$ cat config.mk
export PLATFORM = sky130hd
export DESIGN_NAME = uart_tx
export DESIGN_NICKNAME = d
export VERILOG_FILES = /design/src/rtl/uart_pkg.sv /design/src/rtl/uart_baud_tick.sv /design/src/rtl/uart_tx.sv
export SDC_FILE = /design/constraint.sdc
export NUM_CORES = 1
export LEC_CHECK = 0
export ABC_AREA = 1
export BUFFER_PORTS_ARGS = -buffer_cell sky130_fd_sc_hd__buf_2
export CAP_MARGIN = 10
export CORE_AREA = 2 2 66 68
export DETAILED_ROUTE_END_ITERATION = 12
export DIE_AREA = 0 0 68 70
export PLACE_DENSITY_LB_ADDON = 0.12
export SYNTH_ARGS = -nofsm -noshare
export SYNTH_HDL_FRONTEND = slang
export SYNTH_SLANG_ARGS = --single-unit
export TNS_END_PERCENT = 5
$ cat constraint.sdc
create_clock -name clk -period 4.4 [get_ports clk]
set_clock_uncertainty 0.1 [all_clocks]
set_input_delay 0.44 -clock clk [delete_from_list [all_inputs] [get_ports clk]]
set_output_delay 0.44 -clock clk [all_outputs]
set_load 0.02 [all_outputs]
$ cat src/rtl/uart_pkg.sv
// rtl/uart_pkg.sv - shared types and helpers for the UART blocks
package uart_pkg;

   localparam int FRAME_DATA_BITS = 8;

   // Explicit codes keep the encoding stable whether or not the parity state exists.
   typedef enum logic [2:0] {
      ST_IDLE   = 3'd0,
      ST_START  = 3'd1,
      ST_DATA   = 3'd2,
`ifdef UART_TX_PARITY_EN
      ST_PARITY = 3'd3,
`endif
      ST_STOP   = 3'd4
   } tx_state_t;

   function automatic int calc_clks_per_bit(input int clk_hz, input int baud);
      return clk_hz / baud;
   endfunction

endpackage

$ cat src/rtl/uart_baud_tick.sv
// rtl/uart_baud_tick.sv - bit-period counter with clear and one-cycle tick
module uart_baud_tick #(
   parameter int CLKS_PER_BIT = 5208
) (
   input  logic clk,
   input  logic rst_n,
   input  logic clear,
   input  logic enable,
   output logic tick
);

   localparam int CNT_W = (CLKS_PER_BIT > 1) ? $clog2(CLKS_PER_BIT) : 1;
   localparam logic [CNT_W-1:0] LAST = CNT_W'(CLKS_PER_BIT - 1);

   logic [CNT_W-1:0] cnt;

   assign tick = enable && (cnt == LAST);

   // Count 0..CLKS_PER_BIT-1 while enabled, wrapping on each bit boundary.
   always_ff @(posedge clk or negedge rst_n) begin
      if (!rst_n) begin
         cnt <= '0;
      end else if (clear) begin
         cnt <= '0;
      end else if (enable) begin
         cnt <= tick ? '0 : cnt + CNT_W'(1);
      end
   end

endmodule

$ cat src/rtl/uart_tx.sv
// rtl/uart_tx.sv - 8N1 UART transmitter (8E1 when UART_TX_PARITY_EN is defined)
module uart_tx
   import uart_pkg::*;
#(
   parameter int CLK_HZ = 50_000_000,
   parameter int BAUD   = 9600
) (
   input  logic       clk,
   input  logic       rst_n,
   input  logic [7:0] tx_data,
   input  logic       tx_valid,
   output logic       tx_ready,
   output logic       tx,
   output logic       tx_busy
);

   localparam int CLKS_PER_BIT = calc_clks_per_bit(CLK_HZ, BAUD);
   localparam logic [2:0] LAST_BIT = 3'(FRAME_DATA_BITS - 1);

   if (CLKS_PER_BIT < 2) begin : g_bad_cfg
      $error("uart_tx: CLKS_PER_BIT must be at least 2");
   end

   tx_state_t                    state, state_next;
   logic [FRAME_DATA_BITS-1:0]   shift_reg, shift_next;
   logic [2:0]                   bit_idx, idx_next;
   logic                         tx_q, tx_next;
   logic                         handshake;
   logic                         bit_tick;
`ifdef UART_TX_PARITY_EN
   logic                         parity_q, parity_next;
`endif

   assign tx_ready  = (state == ST_IDLE);
   assign tx_busy   = !tx_ready;
   assign handshake = tx_valid && tx_ready;
   assign tx        = tx_q;

   uart_baud_tick #(
      .CLKS_PER_BIT (CLKS_PER_BIT)
   ) u_baud_tick (
      .clk    (clk),
      .rst_n  (rst_n),
      .clear  (handshake),
      .enable (state != ST_IDLE),
      .tick   (bit_tick)
   );

   // Next-state logic; tx_next is the line level for the coming cycle so tx can be a flop.
   always_comb begin
      state_next  = state;
      shift_next  = shift_reg;
      idx_next    = bit_idx;
      tx_next     = tx_q;
`ifdef UART_TX_PARITY_EN
      parity_next = parity_q;
`endif
      case (state)
         ST_IDLE: begin
            tx_next = 1'b1;
            if (tx_valid) begin
               shift_next  = tx_data;
               idx_next    = 3'd0;
               state_next  = ST_START;
               tx_next     = 1'b0;
`ifdef UART_TX_PARITY_EN
               parity_next = ^tx_data;
`endif
            end
         end
         ST_START: begin
            if (bit_tick) begin
               state_next = ST_DATA;
               tx_next    = shift_reg[0];
            end
         end
         ST_DATA: begin
            if (bit_tick) begin
               shift_next = {1'b0, shift_reg[FRAME_DATA_BITS-1:1]};
               idx_next   = bit_idx + 3'd1;
               if (bit_idx == LAST_BIT) begin
`ifdef UART_TX_PARITY_EN
                  state_next = ST_PARITY;
                  tx_next    = parity_q;
`else
                  state_next = ST_STOP;
                  tx_next    = 1'b1;
`endif
               end else begin
                  tx_next = shift_reg[1];
               end
            end
         end
`ifdef UART_TX_PARITY_EN
         ST_PARITY: begin
            if (bit_tick) begin
               state_next = ST_STOP;
               tx_next    = 1'b1;
            end
         end
`endif
         ST_STOP: begin
            tx_next = 1'b1;
            if (bit_tick) begin
               state_next = ST_IDLE;
            end
         end
         default: begin
            state_next = ST_IDLE;
            tx_next    = 1'b1;
         end
      endcase
   end

   // State, shifter and line flops; reset aborts any frame and drives the line high.
   always_ff @(posedge clk or negedge rst_n) begin
      if (!rst_n) begin
         state     <= ST_IDLE;
         shift_reg <= '0;
         bit_idx   <= 3'd0;
         tx_q      <= 1'b1;
`ifdef UART_TX_PARITY_EN
         parity_q  <= 1'b0;
`endif
      end else begin
         state     <= state_next;
         shift_reg <= shift_next;
         bit_idx   <= idx_next;
         tx_q      <= tx_next;
`ifdef UART_TX_PARITY_EN
         parity_q  <= parity_next;
`endif
      end
   end

endmodule

## Word-level counts from Yosys, hierarchy flattened

Index checks and enable logic that the tools add are counted.

- Register bits after elaboration: 28
- Input port bits: 11
- Logic and storage cells: 47

- Add/sub/neg operators: 2
- Equality and inequality tests: 10
- Mux-type cells: 20
- Reduce and logical (&&, ||, !) cells: 10

Operators with widths:

| operator | number |
|---|---|
| two-way mux 13 bit | 3 |
| two-way mux 3 bit | 7 |
| two-way mux 8 bit | 2 |
| case mux 8 bit (2 select lines) | 1 |
| adder 13 x 1 -> 13 bit, second input constant | 1 |
| equality test 13 bit, second input constant | 1 |
| case mux 3 bit (4 select lines) | 1 |
| equality test 3 bit, second input constant | 2 |
| inequality test 2 x 1 -> 1 bit, second input constant | 3 |
| case mux 3 bit (2 select lines) | 1 |
| AND reduction 5 bit | 1 |
| two-way mux 1 bit | 4 |
| inequality test 2 bit, second input constant | 2 |
| nonzero test 2 bit | 2 |
| adder 3 x 1 -> 3 bit, second input constant | 1 |
| equality test 3 x 1 -> 1 bit, second input constant | 1 |
| equality test 3 x 2 -> 1 bit, second input constant | 1 |
| logical NOT 3 bit | 1 |
| case mux 1 bit (3 select lines) | 1 |
| AND reduction 3 bit | 1 |
| nonzero test 3 bit | 1 |
| logical AND 1 bit | 2 |
| AND reduction 2 bit | 1 |
| logical NOT 1 bit | 1 |

## Longest topological paths before layout

Gate-level depths: netlist (run 1).

- Word-level depth: 5
- Gate-level depth with buffers: 9
- Depth with buffers taken out: 9

## Modules after synthesis

Synthesis (run 1) repeated with hierarchy kept, for this count alone.

- Cell total of the unflattened synthesis: 242
- Area, all modules: 1774.2 um2

By module, submodules not included:

| module | times used | cells each | area each (um2) | seq. area each (um2) |
|---|---|---|---|---|
| uart_tx | 1 | 111 | 892.1 | 376.6 |
| uart_baud_tick | 1 | 131 | 882.1 | 325.3 |

## Worst setup path before layout (run 1)

No wires, ideal clock.

- Path type: flip-flop to flip-flop
- From: register u_baud_tick.cnt[0]
- To: register u_baud_tick.cnt[5]
- Setup time: 126 ps
- Data arrival time: 1281 ps
- Slack: 2893 ps
- Cell stages (with the launch flop): 9
- Path buffers: 0
- Clock period less this slack: 1507 ps
- Path through: dfrtp_1 ha_1 nand2_2 nor2_1 nand3_2 nand2_2 inv_2 nand3_1 o21ai_0

- Word-level cells in the longest chain between the ends: 5
- Elaborated cells on any way between the ends: 6
- Those cells by class: add/sub: 1; eq/ne: 1; mux: 3; reduce/logical: 1

RTL lines:

| item | line | RTL |
|---|---|---|
| start: declaration | uart_baud_tick.sv:15 | `logic [CNT_W-1:0] cnt;` |
| start signal: assignment | uart_baud_tick.sv:26 | `cnt <= tick ? '0 : cnt + CNT_W'(1);` |
| branches (longest 2 deep; another with adder 13 x 1 -> 13 bit) | n/a |  |
| two-way mux 13 bit * | uart_baud_tick.sv:26 |  |
| two-way mux 13 bit * | uart_baud_tick.sv:25 | `end else if (enable) begin` |
| two-way mux 13 bit * | uart_baud_tick.sv:23 | `end else if (clear) begin` |

Every way passes the cells marked *. The select of a mux whose other input is x is not followed.
A chain may end at the register's enable or synchronous reset.

## Worst setup path after layout (run 1)

- From: register state[1]
- To: output port tx_ready

- Word-level cells in the longest chain between the ends: 1

RTL lines:

| item | line | RTL |
|---|---|---|
| start: declaration | uart_tx.sv:24 | `tx_state_t state, state_next;` |
| start signal: assignment | uart_tx.sv:126 | `state <= state_next;` |
| logical NOT 3 bit | uart_tx.sv:34 | `assign tx_ready = (state == ST_IDLE);` |
| end: declaration | uart_tx.sv:12 | `output logic tx_ready,` |

No other way between the ends.

==> key figures, run 1 <==
Run status
  – Status: finished, final reports clean

Pwr
  – Share of power burned in registers: 36.1%
  – Cell Int Power: 600 uW
  – Power spent charging and discharging nets: 450 uW
  – Power per unit of standard cell area: 543 nW/um2
  – Comb pwr share: 44.0%
  – Largest vdd supply drop: 0.000185 V
  – Share of power burned in the clock network: 19.9%
  – Leakage power: 0.944 nW
  – Switching portion of total power: 42.8%

Route
  – # DRC: 0
  – Overall via count from detail_route: 1,442
  – DR pass1 iterations: 4
  – Post-detailed-route via-to-cell ratio: 4.86
  – Starting DRC count in detailed routing: 97
  – Overall routed net length: 3630 um
  – Detail-routed net length per standard cell: 12.2 um
  – Remaining antenna violation count: 0

Clock network
  – Clock edge transition at the registers on the reported setup and hold paths: 100 ps
  – H-tree level count: 1
  – Post-CTS resize count: 0
  – Clock buffer depth: 2
  – Clock root buffer master: clkbuf_8
  – Post-CTS Setup Repair Bufs: 0
  – Clock network latency to the later pin of the worst-skew pair: 280 ps
  – Num CTS Buffers: 3
  – Hold-fix buffer count after cts: 0
  – CTS tree: done
  – Num Clock Sinks: 28

STA
  – Peak Freq: 552 MHz
  – Final setup violating endpoints: 0
  – Max transition margin: 57.1%
  – Period Utilization, post-route: 41.2%
  – Fin Setup TNS: 0 ps
  – Max-slew violation total from the final report: 0
  – RSZ-0062 raised after global routing: false
  – Final hold violation count: 0
  – Post-layout min period: 1810 ps
  – Measured slew at the worst slew-check pin: 643 ps

Worst setup path
  – Worst Path Class, Setup: register to output port
  – Cell depth of the worst flop-to-flop path: 8
  – Required @ worst endpoint: 3860 ps
  – Kind of end point of the critical path: output port
  – Arrival time worst endpoint: 1270 ps
  – Largest fanout on the critical path: 5
  – Worst Setup Start Kind: register

Logic synthesis
  – Top-count cell post-synth: nand2_1
  – Synthesized area: 1780 um2
  – Yosys top cell area share: 38.0%
  – Cell types occupying the most area after synthesis: dfrtp_1 38%, nand2_1 14%, nand3_1 7.0%
  – Synth Instances: 233
  – Number of library cell types mapped by synthesis: 28
  – Average cell area after synthesis: 7.64 um2
  – Syn nets: 247
  – Sequential area share after synthesis: 39.5%
  – Post-synth ARST share: 100%
  – Number of flops mapped to enable cells by yosys: 0
  – Yosys Warn Count: 0
  – Cell accounting for the most synthesized area: dfrtp_1
  – Most instantiated flip-flop cell in the synthesis netlist: dfrtp_1
  – Seq cells post-synth: 28
  – Top cells by instance count after synthesis: 64 x nand2_1, 27 x dfrtp_1, 25 x nand3_1, 24 x inv_1, 21 x o21ai_0

Global route
  – Grt total ovfl: 0
  – Pin count of the biggest net entering global routing: 29
  – Global-route wire length before repair: 6380 um
  – Number of global-route vias before repair: 1,367
  – All-layer global routing usage: 17.5%
  – Initial antenna violation count: 0

Floorplan
  – Placeable core region: 4140 um2
  – Top-level port count: 14
  – Starting density of the core: 42.9%
  – Vertical extent of the die: 70 um
  – Die width: 68 um
  – Area of the die: 4760 um2
  – Standard-cell rows: 24

Place
  – HPWL after detailed placement: 2690 um
  – Port bufs: 13
  – Routability Congestion: 0.860
  – Number of placed instances, taps included: 293

Worst hold path
  – Worst hold path type: primary input to asynchronous set/reset pin

Cells and area
  – Cell Count, Final, Fillers Out: 297
  – Number of flip-flops in the largest register: 13
  – Relative area change from synthesis to final layout: 8.65%
  – Final #Nets: 260
  – Antenna diode count: 0
  – Share of cells above drive strength 1: 20.8%
  – Number of fill cells in the layout: 435

Flow run
  – MaxCap Viol Count: 0
-- area by class of cell --
type | count | area (um2) | area share [%]
clock buffer | 3 | 41.3 | 2.14
clock inverter | 1 | 30.0 | 1.55
inverter | 32 | 125 | 6.47
multi-input combinational | 168 | 905 | 46.8
sequential | 28 | 702 | 36.3
tap | 52 | 65.1 | 3.37
timing repair buffer | 13 | 65.1 | 3.37
-- routing by layer --
| layer | wire, um | track usage (%) | vias to the layer above |
|---|---|---|---|
| met5 | 0 | 0 | - |
| met4 | 44 | 5.33 | 0 |
| met3 | 115 | 2.42 | 4 |
| met2 | 1620 | 25.8 | 18 |
| met1 | 1850 | 26.3 | 644 |
| li1 | - | - | 776 |
-- worst max-delay path, stage by stage (launching register included) --
cell and delay [ps]:
dfrtp_1 460, nor2_4 170, nand2_4 100, inv_4 100, buf_2 160
-- power groups by stage --
stage	clock network [mW]	logic, mW	registers, mW
floorplan	0	0.389	0.376
global placement	0	0.471	0.384
detailed placement	0	0.470	0.386
CTS	0.215	0.472	0.380
global route	0.226	0.534	0.388
finish	0.209	0.462	0.379
-- per-stage QoR --
step                hold WS [ps]  total power, mW  util (%)  setup slack [ps]  cell area (um2)
CTS                         96.5             1.07      46.6              2570             1930
global placement             381            0.855      44.9              2750             1860
finish                      71.7             1.05      46.6              2590             1930
floorplan                   44.4            0.766         -              2890             1780
global route                 110             1.15      46.6              2500             1930
detailed placement           385            0.855      44.9              2680             1860
-- path summary, 6_finish.rpt --
path / to / startpoint / slack [ps]
max: tx_ready / state[1]$_DFFE_PN0P_ / 2590
min: shift_reg[6]$_DFFE_PN0P_ / rst_n / 70
max reg2reg: u_baud_tick.cnt[4]$_DFFE_PN0P_ / u_baud_tick.cnt[0]$_DFFE_PN0P_ / 2680
min reg2reg: tx$_DFFE_PN1P_ / tx$_DFFE_PN1P_ / 400
max in group asynchronous: u_baud_tick.cnt[10]$_DFFE_PN0P_ / rst_n / 3710
min in group clk: shift_reg[7]$_DFFE_PN0P_ / tx_data[7] / 340
-- cell families after synthesis --
logic type      Yosys count  synth area share, %
simple gates            131                 37.0
buf+inv                  37                 9.70
compound gates           32                 10.8
flops                    28                 39.5
fa+ha+maj                 3                 2.11
xor+xnor                  2                0.985
-- layout by cell type, fill, tap and decap left out, drive strengths merged --
cell type / instances
nor2: 18
xor2: 1
a21oi: 1
ha: 3
dfstp: 1
buf: 13
o22ai: 1
nand3: 28
nand4: 5
xnor2: 1
inv: 31
clkinv: 1
dfrtp: 27
bufinv: 1
o21ai: 30
nor3: 6
nand2: 74
clkbuf: 3
Power figures use the tool's default switching activity.
==> run 2: changes to the inputs <==
- clock period: 4.4 -> 1.5 ns (I/O delays scaled with it)
==> run 2 against run 1 <==
Hold slack got worse by 64 ps. Final area rose by 19%. Power rose to 3.4 times the previous value. First-iteration DRC count decreased by 12%. Sequential share of layout area fell by 5.4 points. Clock power increased to 3.0 times the previous value. Wire length grew 16%. Sequential cell count stayed put. Register-to-register slack got worse by 2600 ps. Utilization rose by 8.7 points. Sequential power rose to 3.0 times the previous value. Critical path type is now register to register. Largest cell class unchanged.
==> key figures, run 2 (synthesis gave the netlist of run 1 again) <==
Run status
  – Status: finished, final reports clean

Place
  – Number of placed instances, taps included: 315 (+7.5%)
  – Port bufs: 13 (unchanged)
  – HPWL after detailed placement: 3110 um (+15%)
  – Routability Congestion: 0.866 (+0.67%)

Worst setup path
  – Most used cell along the critical path: nand3_1
  – Critical-path cell with the highest stage delay: dfrtp_1
  – Kind of end point of the critical path: register
  – Largest fanout on the critical path: 5 (unchanged)
  – Sequence of cells on the critical path: inv_2, buf_4, nand3_1, nor2_1, nand3_1, o21ai_0, nand2_1
  – Worst path top cell family by delay: flip-flops
  – Worst path bufs/invs: 2 (unchanged)
  – Worst Setup Start Kind: register
  – Worst Path Class, Setup: register to register
  – Required @ worst endpoint: 1570 ps (-2290 ps)
  – CP peak stage delay: 430 ps (-30 ps)
  – Arrival time worst endpoint: 1540 ps (+270 ps)

Flow run
  – MaxCap Viol Count: 0 (unchanged)

Clock network
  – Clock network latency to the later pin of the worst-skew pair: 280 ps (about the same)
  – Clock buffer depth: 2 (unchanged)
  – Num CTS Buffers: 3 (unchanged)
  – CTS tree: done
  – Num Clock Sinks: 28 (unchanged)
  – Clock root buffer master: clkbuf_8
  – Clock edge transition at the registers on the reported setup and hold paths: 110 ps (about the same)
  – H-tree level count: 1 (unchanged)

Global route
  – Grt total ovfl: 0 (unchanged)
  – Initial antenna violation count: 0 (unchanged)
  – Number of global-route vias before repair: 1,539 (+13%)
  – Pin count of the biggest net entering global routing: 17 (-41%)
  – All-layer global routing usage: 19.1% (+1.7 points)
  – Global-route wire length before repair: 7040 um (+10%)

Floorplan
  – Top-level port count: 14 (unchanged)
  – Die width: 68 um (unchanged)
  – Vertical extent of the die: 70 um (unchanged)
  – Area of the die: 4760 um2 (unchanged)
  – Starting density of the core: 42.9% (unchanged)
  – Placeable core region: 4140 um2 (unchanged)
  – Standard-cell rows: 24 (unchanged)

Route
  – Post-detailed-route via-to-cell ratio: 4.92 (+1.2%)
  – # DRC: 0 (unchanged)
  – Detail-routed net length per standard cell: 12.7 um (+4.1%)
  – Overall via count from detail_route: 1,622 (+12%)
  – Overall routed net length: 4200 um (+16%)
  – DR pass1 iterations: 4 (unchanged)
  – Remaining antenna violation count: 0 (unchanged)
  – Starting DRC count in detailed routing: 85 (-12%)

STA
  – Peak Freq: 682 MHz
  – Final setup violating endpoints: 0 (unchanged)
  – Hold WS: 8.09 ps (-63.6 ps)
  – RSZ-0062 raised after global routing: true
  – Period Utilization, post-route: 97.7%
  – Post-layout min period: 1470 ps
  – Measured slew at the worst slew-check pin: 394 ps (-249 ps)
  – Max transition margin: 73.7% (+17 points)
  – Final hold violation count: 0 (unchanged)
  – Max-slew violation total from the final report: 0 (unchanged)

Pwr
  – Power per unit of standard cell area: 1530 nW/um2 (+180%)
  – Leakage power: 1.09 nW (+16%)
  – Largest vdd supply drop: 0.000761 V (+310%)

Cells and area
  – Cell Count, Final, Fillers Out: 330 (+11%)
  – Top library cells by usage in the layout, fill and taps aside: 62 x nand2_1, 31 x buf_4, 23 x nand3_1
  – Final #Nets: 293 (+13%)
  – Most common cell after layout, fill and taps aside: nand2_1
  – Number of flip-flops in the largest register: 13 (unchanged)
  – Relative area change from synthesis to final layout: 29.0%
  – Antenna diode count: 0 (unchanged)
  – Share of cells above drive strength 1: 36.0% (+15 points)
  – Core utilization of the finished layout: 55.4% (+8.7 points)

Worst hold path
  – Worst hold path type: primary input to register
-- run 2: cell types whose count changed in the layout (fill, tap and decap cells not counted), sizes merged --
cell,delta
dlygate4sd3,+1
clkinvlp,+1
buf,+32
inv,-1
-- run 2: final timing paths --
check | to | slack (ps) | from | depth (start not counted)
worst max-delay path | state[1]$_DFFE_PN0P_ | 30 | u_baud_tick.cnt[3]$_DFFE_PN0P_ | 7
worst min-delay path | shift_reg[7]$_DFFE_PN0P_ | 8 | tx_data[7] | 3
worst max register to register | state[1]$_DFFE_PN0P_ | 30 | u_baud_tick.cnt[3]$_DFFE_PN0P_ | 7
worst min register to register | tx$_DFFE_PN1P_ | 390 | tx$_DFFE_PN1P_ | 2
max in group asynchronous | u_baud_tick.cnt[4]$_DFFE_PN0P_ | 670 | rst_n | 3
min in group asynchronous | state[2]$_DFFE_PN0P_ | 220 | rst_n | 2
-- run 2: repair_timing --
action / in CTS / in global routing
hold endpoints to repair: 14 / 0
pin swaps: 2 / 5
resized for setup: 3 / 25
setup endpoints to repair: 12 / 28
setup buffers: 3 / 7
hold buffers: 1 / 0
-- run 2: worst reg2reg max path, stage by stage (launching register included) --
cell and delay [ps]:
dfrtp_1 430, inv_2 110, buf_4 140, nand3_1 80, nor2_1 160, nand3_1 110, o21ai_0 150, nand2_1 80
-- run 2: cell type report --
class / count / area, um2
well taps: 52 / 65.1
fillers: 398 / 1850
clock inverters: 1 / 30.0
repair buffers: 46 / 334
inverters: 32 / 134
flip-flops and latches: 28 / 708
multi-input cells: 168 / 982
clock buffers: 3 / 41.3
-- run 2: metal layers --
metal / global-route usage, % / up-vias / part of all wire (%) / routed length (um)
met5: 0 / - / 0 / 0
met2: 30.2 / 23 / 49 / 2040
li1: - / 838 / - / -
met1: 28.3 / 759 / 48 / 2020
met4: 2.89 / 0 / 0.50 / 21
met3: 2.58 / 2 / 2.7 / 113
-- run 2: per-stage QoR --
stage | power [mW] | setup TNS, ps | setup WS (ps) | area (um2)
global placement | 2.69 | 0 | 18.5 | 2040
detailed placement | 2.71 | -169 | -35.2 | 2040
global route | 3.81 | -586 | -54.8 | 2290
floorplan | 2.25 | 0 | 24.6 | 1780
finish | 3.52 | 0 | 33.9 | 2290
CTS | 3.38 | 0 | 8.35 | 2160
-- run 2: where the power goes --
part	internal, mW	total [mW]	switching [mW]
Combinational	0.698	1.78	1.09
Sequential	0.973	1.12	0.145
Clock	0.358	0.618	0.260
Total	2.03	3.52	1.49
==> run 3: changes to the inputs <==
- CTS_BUF_LIST: unset -> sky130_fd_sc_hd__clkbuf_16
==> run 3 against run 2 <==
Maximum frequency is 1.2% lower. Non-clock buffer count is 1 lower. Worst setup slack worse by 17 ps. Highest routed layer unchanged. Largest cell class unchanged. Die area stayed put. Critical path depth is 2 higher. Power is 6.7% higher. Final cell count is 0.30% lower. Sequential share of layout area is 0.59 points lower. Global-route usage is 0.21 points higher. Critical path type unchanged.
==> key figures, run 3 (synthesis gave the netlist of run 1 again) <==
Cells and area
  – Finished Cell Area: 2340 um2 (+2.0%)
  – Most common cell after layout, fill and taps aside: nand2_1
  – Footprint of the multi-input gates: 1000 um2 (+1.8%)
  – Antenna diode count: 0 (unchanged)
  – Share of cells above drive strength 1: 36.1% (+0.13 points)
  – Core utilization of the finished layout: 56.5% (+1.1 points)
  – Relative area change from synthesis to final layout: 31.5%
  – Top library cells by usage in the layout, fill and taps aside: 62 x nand2_1, 29 x buf_4, 22 x nand3_1, 22 x dfrtp_1, 21 x inv_1
  – Number of fill cells in the layout: 388 (-2.5%)
  – Number of flip-flops in the largest register: 13 (unchanged)
  – Flip-flop and latch area: 708 um2 (unchanged)
  – Cell Count, Final, Fillers Out: 329 (-0.30%)
  – Final #Nets: 292 (-0.34%)

Floorplan
  – Standard-cell rows: 24 (unchanged)
  – Die width: 68 um (unchanged)
  – Area of the die: 4760 um2 (unchanged)
  – Starting density of the core: 42.9% (unchanged)
  – Top-level port count: 14 (unchanged)
  – Vertical extent of the die: 70 um (unchanged)
  – Placeable core region: 4140 um2 (unchanged)

Place
  – Routability Congestion: 0.866 (unchanged)
  – Total placed instance area: 2040 um2 (unchanged)
  – Port bufs: 13 (unchanged)
  – Number of placed instances, taps included: 315 (unchanged)
  – HPWL after detailed placement: 3110 um (unchanged)
  – Dpl ws: -35.2 ps (unchanged)

Global route
  – Pin count of the biggest net entering global routing: 17 (unchanged)
  – All-layer global routing usage: 19.4% (+0.21 points)
  – Number of global-route vias before repair: 1,522 (-1.1%)
  – Initial antenna violation count: 0 (unchanged)
  – Global-route wire length before repair: 7100 um (+0.88%)
  – Grt total ovfl: 0 (unchanged)

Pwr
  – Cell Int Power: 2.22 mW (+9.6%)
  – Comb pwr share: 48.3% (-2.4 points)
  – Post-route total power: 3.75 mW (+6.7%)
  – Leakage power: 1.11 nW (+1.4%)
  – Power spent charging and discharging nets: 1.53 mW (+2.7%)
  – Power per unit of standard cell area: 1600 nW/um2 (+4.6%)
  – Largest vdd supply drop: 0.000740 V (-2.8%)
  – Switching portion of total power: 40.8% (-1.6 points)
  – Share of power burned in registers: 30.2% (-1.6 points)
  – Share of power burned in the clock network: 21.5% (+4.0 points)

STA
  – Period Utilization, post-route: 98.9% (+1.2 points)
  – Final setup violating endpoints: 0 (unchanged)
  – Measured slew at the worst slew-check pin: 400 ps (+6.05 ps)
  – Worst setup slack after layout: 16.6 ps (-17.3 ps)
  – Final hold violation count: 0 (unchanged)
  – RSZ-0062 raised after global routing: true
  – Max-slew violation total from the final report: 0 (unchanged)
  – Peak Freq: 674 MHz (-1.2%)
  – Max transition margin: 73.3% (-0.40 points)
  – Post-layout min period: 1480 ps (+17.3 ps)

Route
  – Starting DRC count in detailed routing: 89 (+4.7%)
  – Post-detailed-route via-to-cell ratio: 4.89 (-0.50%)
  – Remaining antenna violation count: 0 (unchanged)
  – Overall routed net length: 4300 um (+2.3%)
  – DR pass1 iterations: 4 (unchanged)
  – # DRC: 0 (unchanged)
  – Overall via count from detail_route: 1,609 (-0.80%)
  – Detail-routed net length per standard cell: 13.1 um (+2.6%)

Worst setup path
  – Kind of end point of the critical path: register
  – Worst Path Class, Setup: register to register
  – Arrival time worst endpoint: 1540 ps (about the same)
  – RR Endpoint: u_baud_tick.cnt[9]$_DFFE_PN0P_
  – Cell depth of the worst flop-to-flop path: 9 (+2)
  – Sequence of cells on the critical path: ha_4, nand2_4, nor2_4, nand3_4, nand2_4, buf_6, nor2_1, nand2_1, nand2_1
  – Reg-to-reg critical path startpoint: u_baud_tick.cnt[0]$_DFFE_PN0P_
  – Largest fanout on the critical path: 4 (-1)
  – Critical-path cell with the highest stage delay: dfrtp_1
  – Required @ worst endpoint: 1560 ps (about the same)
  – Register-to-register setup slack: 20 ps (-20 ps)
  – Worst Setup Start Kind: register
  – CP peak stage delay: 400 ps (-30 ps)

Clock network
  – Clock network latency to the later pin of the worst-skew pair: 260 ps (-20 ps)
  – Num CTS Buffers: 3 (unchanged)
  – Num Clock Sinks: 28 (unchanged)
  – Clock root buffer master: clkbuf_16
  – CTS tree: done
  – Clock buffer depth: 2 (unchanged)
  – Clock edge transition at the registers on the reported setup and hold paths: 70 ps (-40 ps)
  – H-tree level count: 1 (unchanged)

Flow run
  – MaxCap Viol Count: 0 (unchanged)

Worst hold path
  – Instance count along the most critical hold path: 3 (unchanged)
  – Start point of the worst hold path: tx_data[7]
  – Worst hold path type: primary input to register
  – Endpoint of the worst hold path: shift_reg[7]$_DFFE_PN0P_

Run status
  – Status: finished, final reports clean
==> run 3: how the worst max path moves through the flow <==
| stage | start | end | slack (ps) | cells after the start |
|---|---|---|---|---|
| 3_5_place_dp | u_baud_tick.cnt[0]$_DFFE_PN0P_ | u_baud_tick.cnt[5]$_DFFE_PN0P_ | -40 | 8 |
| 6_report | u_baud_tick.cnt[0]$_DFFE_PN0P_ | u_baud_tick.cnt[9]$_DFFE_PN0P_ | 20 | 9 |
| 4_1_cts | u_baud_tick.cnt[1]$_DFFE_PN0P_ | u_baud_tick.cnt[4]$_DFFE_PN0P_ | -4 | 8 |
| 5_1_grt | u_baud_tick.cnt[0]$_DFFE_PN0P_ | u_baud_tick.cnt[9]$_DFFE_PN0P_ | -70 | 9 |
| 2_1_floorplan | u_baud_tick.cnt[0]$_DFFE_PN0P_ | u_baud_tick.cnt[5]$_DFFE_PN0P_ | 20 | 8 |
| 3_3_place_gp | u_baud_tick.cnt[0]$_DFFE_PN0P_ | u_baud_tick.cnt[11]$_DFFE_PN0P_ | 20 | 8 |
==> run 3: worst max-delay path: cells and delay by family (launching register included) <==
family,cells,cell delay (ps)
adders and majority gates,1,190
buffers and inverters,1,100
DFF,1,400
and+or+nand+nor,7,580
==> run 3: power by group through the flow <==
stage / combinational (mW) / clock, mW / sequential (mW)
finish: 1.81 / 0.807 / 1.13
floorplan: 1.14 / 0 / 1.11
global placement: 1.58 / 0 / 1.11
detailed placement: 1.59 / 0 / 1.12
CTS: 1.64 / 0.822 / 1.12
global route: 2.03 / 0.855 / 1.15
==> run 3: cell type report <==
| type | instances | share of cell area (%) |
|---|---|---|
| clock buffers | 3 | 3.21 |
| clock inverters | 1 | 1.28 |
| inverters | 32 | 5.61 |
| multi-input cells | 168 | 42.7 |
| flip-flops and latches | 28 | 30.3 |
| well taps | 52 | 2.78 |
| repair buffers | 45 | 14.1 |
==> run 3: per-layer routing <==
layer | vias to the layer above | global-route usage [%] | wire length (um)
met4 | 0 | 4.00 | 19
met5 | - | 0 | 0
met1 | 741 | 28.2 | 2020
li1 | 839 | - | -
met3 | 2 | 3.06 | 161
met2 | 27 | 30.1 | 2100
==> run 3: through the flow <==
stage                     TNS [ps]  hold slack (ps)
after CTS                    -3.79             25.2
after global placement           0             2.26
after detailed placement      -169             2.22
after global routing          -439             36.5
final                            0             25.6
after floorplan                  0             -246
==> run 3: what timing repair did <==
item,CTS,global route
hold buffers,1,0
endpoints found under the hold margin,14,0
buffers inserted,1,8
endpoints found under the setup margin,12,28
resized for setup,4,28
pin swaps,1,7
